**src/rtl/sixteenbit_pkg.sv**
```systemverilog
// Shared types and constants for the 16-bit data memory response block.
// Holds the controller state encoding and the default memory depth.
package sixteenbit_pkg;

  typedef enum logic [1:0] {
    IDLE   = 2'd0,
    ACCESS = 2'd1,
    RESP   = 2'd2
  } dmem_state_t;

  localparam int DMEM_DEPTH_DEFAULT = 256;

endpackage

```
**src/rtl/sixteenbit_agu.sv**
```systemverilog
// Address generator: ea = base + sign-extended offset (mod 2^16), plus range check.
// Purely combinational, zero latency, no backpressure.
module sixteenbit_agu
  import sixteenbit_pkg::*;
#(
  parameter int DEPTH = DMEM_DEPTH_DEFAULT
) (
  input  logic [15:0] base,
  input  logic [7:0]  offset,
  output logic [15:0] ea,
  output logic        in_range
);

  localparam logic [16:0] LIMIT = 17'(DEPTH);

  // 16-bit sum drops the carry, giving the required wrap-around
  assign ea       = base + {{8{offset[7]}}, offset};
  assign in_range = ({1'b0, ea} < LIMIT);

endmodule

```
**src/rtl/sixteenbit_dmem_resp.sv**
```systemverilog
// Single-outstanding data memory: one request in IDLE, READ_LAT ACCESS cycles, then RESP.
// Response held in RESP until resp_ready; req_ready is low outside IDLE.
module sixteenbit_dmem_resp
  import sixteenbit_pkg::*;
#(
  parameter int DEPTH    = DMEM_DEPTH_DEFAULT,
  parameter int READ_LAT = 2
) (
  input  logic        clk,
  input  logic        rst,
  input  logic        req_valid,
  output logic        req_ready,
  input  logic        req_we,
  input  logic [15:0] base,
  input  logic [7:0]  offset,
  input  logic [15:0] wdata,
  output logic        resp_valid,
  input  logic        resp_ready,
  output logic [15:0] rdata,
  output logic        resp_err
);

  localparam int         AW   = $clog2(DEPTH);
  localparam logic [2:0] LAST = 3'(READ_LAT - 1);

  dmem_state_t state, state_nxt;
  logic [2:0]  lat_cnt;
  logic        accept;
  logic        last_access;
  logic [15:0] ea;
  logic        in_range;
  logic        cap_we;
  logic        cap_in_range;
  logic [15:0] cap_wdata;
  logic [AW-1:0] cap_addr;
  logic [15:0] mem [DEPTH];
  logic        unused_ea_hi;

  sixteenbit_agu #(.DEPTH(DEPTH)) u_agu (
    .base     (base),
    .offset   (offset),
    .ea       (ea),
    .in_range (in_range)
  );

  // High address bits only matter for the range check inside the AGU
  assign unused_ea_hi = ^ea[15:AW];

  assign accept      = req_valid && req_ready;
  assign last_access = (state == ACCESS) && (lat_cnt == LAST);

  always_ff @(posedge clk or posedge rst) begin
    if (rst) state <= IDLE;
    else     state <= state_nxt;
  end

  always_comb begin
    state_nxt = state;
    case (state)
      IDLE:    if (accept)      state_nxt = ACCESS;
      ACCESS:  if (last_access) state_nxt = RESP;
      RESP:    if (resp_ready)  state_nxt = IDLE;
      default:                  state_nxt = IDLE;
    endcase
  end

  always_comb begin
    req_ready  = (state == IDLE);
    resp_valid = (state == RESP);
  end

  always_ff @(posedge clk or posedge rst) begin
    if (rst) begin
      lat_cnt      <= 3'd0;
      cap_we       <= 1'b0;
      cap_in_range <= 1'b0;
      cap_wdata    <= 16'h0000;
      cap_addr     <= '0;
      rdata        <= 16'h0000;
      resp_err     <= 1'b0;
    end else begin
      if (accept) begin
        cap_we       <= req_we;
        cap_wdata    <= wdata;
        cap_addr     <= ea[AW-1:0];
        cap_in_range <= in_range;
        lat_cnt      <= 3'd0;
      end
      if (state == ACCESS) begin
        lat_cnt <= last_access ? 3'd0 : lat_cnt + 3'd1;
      end
      if (last_access) begin
        rdata    <= (!cap_we && cap_in_range) ? mem[cap_addr] : 16'h0000;
        resp_err <= !cap_in_range;
      end
      if (resp_valid && resp_ready) begin
        rdata    <= 16'h0000;
        resp_err <= 1'b0;
      end
    end
  end

  // Write only on the final ACCESS edge; a reset before it leaves state != ACCESS
  always_ff @(posedge clk) begin
    if (last_access && cap_we && cap_in_range) mem[cap_addr] <= cap_wdata;
  end

endmodule

```
**config.mk**
```make
export PLATFORM = sky130hd
export DESIGN_NAME = sixteenbit_dmem_resp
export DESIGN_NICKNAME = d
export VERILOG_FILES = /design/src/rtl/sixteenbit_pkg.sv /design/src/rtl/sixteenbit_agu.sv /design/src/rtl/sixteenbit_dmem_resp.sv
export SDC_FILE = /design/constraint.sdc
export NUM_CORES = 2
export LEC_CHECK = 0
export BUFFER_PORTS_ARGS = -buffer_cell sky130_fd_sc_hd__buf_2
export CORE_UTILIZATION = 37
export DETAILED_ROUTE_END_ITERATION = 10
export PLACE_DENSITY_LB_ADDON = 0.1
export SYNTH_ARGS = -nofsm -noshare
export SYNTH_HDL_FRONTEND = slang
export SYNTH_HIERARCHICAL = 1
export SYNTH_SLANG_ARGS = --single-unit
```
**constraint.sdc**
```tcl
create_clock -name clk -period 4.56 [get_ports clk]
set_input_delay 0.912 -clock clk [delete_from_list [all_inputs] [get_ports clk]]
set_output_delay 0.912 -clock clk [all_outputs]
set_load 0.05 [all_outputs]
```
==> flow_metrics.env <==
export IMPL_grt_ovfl_total=0
export IMPL_irDropWorstVdd_mv=0.550
export IMPL_dp_hpwl_um=293000
export IMPL_clk_path_buf_depth=4
export IMPL_min_period_ps=4470
export IMPL_fin_cells=14429
export IMPL_finalHoldViolCount=0
export IMPL_syn_area_mm2=0.160
export IMPL_die_area_mm2=0.435
export IMPL_cp_cell_sequence="buf_4, buf_4, buf_12, mux4_2, mux2i_1, o22ai_1, nor4_1, nand4_1, a311o_1, a32o_1"
export IMPL_crit_fanout=26
export IMPL_routedWlPerCell_um=32.9
export IMPL_rows=241
export IMPL_crit_path_frequent_cell="buf_4"
export IMPL_fin_total_pwr_mw=121
export IMPL_p_per_area_mw_per_mm2=654
export IMPL_maxCapViolCount=0
export IMPL_postCtsSetupBuffers=0
export IMPL_hold_path_class="in -> reg"
export IMPL_crit_type="reg -> reg"
export IMPL_drv_slew=0
export IMPL_ctsHtreeMaxLevel=5
export IMPL_period_share=0.980
export IMPL_critPathLaunchType="flop"
export IMPL_rsz0062_at_grt="no"
export IMPL_wl_um=475000
export IMPL_num_io_pins=64
export IMPL_avgViaCountPerCell=5.58
export IMPL_clk_pin_slew_worst_paths_ps=60
export IMPL_holdWs_ps=177
export IMPL_fillers=37147
export IMPL_outcome="finished clean"
export IMPL_drc_errors=0
export IMPL_clock_latency_ps=980
export IMPL_timing_rr_start="cap_addr[1]$_DFFE_PP0P_"
export IMPL_dr_pass1_iters=5
export IMPL_syn_to_final_growth_pct=15.9
export IMPL_drtAntennaViolNets=0
export IMPL_syn_avg_cell_area_um2=21.0
export IMPL_p_leak_nw=59.5
export IMPL_fin_skew_ps=56.0
export IMPL_layout_nets=8394
export IMPL_setup_viol=0
export IMPL_grt_usage=0.216
export IMPL_cp_slowest_stage_delay_ps=690
export IMPL_drive_gt1_frac=0.265
export IMPL_syn_nets=7671
export IMPL_cts_sinks=4144
export IMPL_die_h_um=660
export IMPL_dpl_cell_count=13588
export IMPL_grt_max_degree=169
export IMPL_crit_arrival_ps=5310
export IMPL_fp_dieW_um=660
export IMPL_initial_core_util=0.372
export IMPL_grt_pass1_wl_um=661000
export IMPL_cts_tree="done"
export IMPL_antenna_found_initial=20
export IMPL_cts_buffers=450
export IMPL_ys_warn_count=6
export IMPL_synthCells=7608
export IMPL_drt_iter0_markers=8185
export IMPL_portBuffers=63
export IMPL_core_region_area_mm2=0.431
export IMPL_max_freq_mhz=224
export IMPL_worstSetupEndpointType="flop"
export IMPL_critPathSlowestCell="dfrtp_4"
export IMPL_hold_start="wdata[10]"
export IMPL_required_ps=5400
export IMPL_vias=80474
export IMPL_clockRootBuffer="clkbuf_16"
export IMPL_critPathLaunch="cap_addr[1]$_DFFE_PP0P_"
export IMPL_grt_pass1_vias=81213
export IMPL_gp_congestion=0.810
export IMPL_slew_headroom=0.185
export IMPL_multi_input_area_mm2=0.0339
export IMPL_tightest_slew_ps=1220
export IMPL_seqCellArea_mm2=0.124
state kept, by name (all words and copies together) (netlist names):
signal	cells
lat_cnt	3
state	2
cap_wdata	16
resp_err	1
rdata	16
cap_addr	8
mem	4096
cap_in_range	1
cap_we	1
power breakdown:
part	leakage [nW]	internal (mW)	switching (mW)	total, mW
Combinational	15.3	12.9	24.6	37.5
Clock	6.75	19.5	14.9	34.4
Sequential	37.4	47.8	1.66	49.5
final timing paths:
path,cells after the start,slack (ps),end
max,10,90,rdata[12]$_DFFE_PP0P_
min,2,180,cap_wdata[10]$_DFFE_PP0P_
max reg2reg,10,90,rdata[12]$_DFFE_PP0P_
min reg2reg,2,530,lat_cnt[1]$_DFFE_PP0P_
max in group asynchronous,4,3090,cap_addr[7]$_DFFE_PP0P_
min in group asynchronous,3,490,cap_wdata[2]$_DFFE_PP0P_
routing by layer:
layer	vias up	global-route usage	part of all wire
li1	33523	-	-
met1	44133	0.312	0.45
met2	2245	0.346	0.47
met3	573	0.0273	0.049
met4	0	0.0593	0.029
met5	-	0	0
repair_timing:
action	in CTS	in global routing
hold buffers	1	0
endpoints found under the setup margin	4	6
hold endpoints to repair	11	0
resized for setup	5	7
through the flow:
| step | setup TNS (ps) | instance area, µm² | setup slack (ps) | utilization |
|---|---|---|---|---|
| floorplan | 0 | 160000 | 576 | - |
| global placement | -776 | 172000 | -405 | 0.398 |
| detailed placement | -812 | 172000 | -452 | 0.398 |
| CTS | 0 | 186000 | 1.38 | 0.431 |
| global route | 0 | 186000 | 7.50 | 0.431 |
| finish | 0 | 186000 | 90.7 | 0.431 |
cells in the final DEF, fill, tap and decap left out, types with 43 or more instances in the layout:
cell type  instances
edfxtp_1        4096
mux4_2           792
mux2i_1          598
buf_4            585
clkbuf_16        455
nor2_1           270
o22ai_1          177
nand3_1          130
clkbuf_1         119
a22oi_1          103
clkinv_1          96
clkinv_2          93
nand2_1           90
buf_12            82
a21oi_1           75
buf_2             64
a221oi_1          55
nor4_1            55
a211oi_1          47
and3_1            46
a31oi_1           45
o21ai_0           44
nor2_2            43
layout make-up:
class                           count  share of cell area
Multi-Input combinational cell   2990               0.183
Clock buffer                      583              0.0644
Sequential cell                  4144               0.670
Antenna cell                       13            0.000175
Clock inverter                    244             0.00990
Inverter                           13            0.000270
Timing Repair Buffer              732              0.0343
Tap cell                         5710              0.0385
critical path: cells and delay by family (launching register included):
family | cells | cell delay [ps]
AOI/OAI and AO/OA | 3 | 1050
muxes | 2 | 910
buffers and inverters | 3 | 830
and+or+nand+nor | 2 | 780
DFF | 1 | 690
Note: power is estimated with default switching activity, not from simulation.
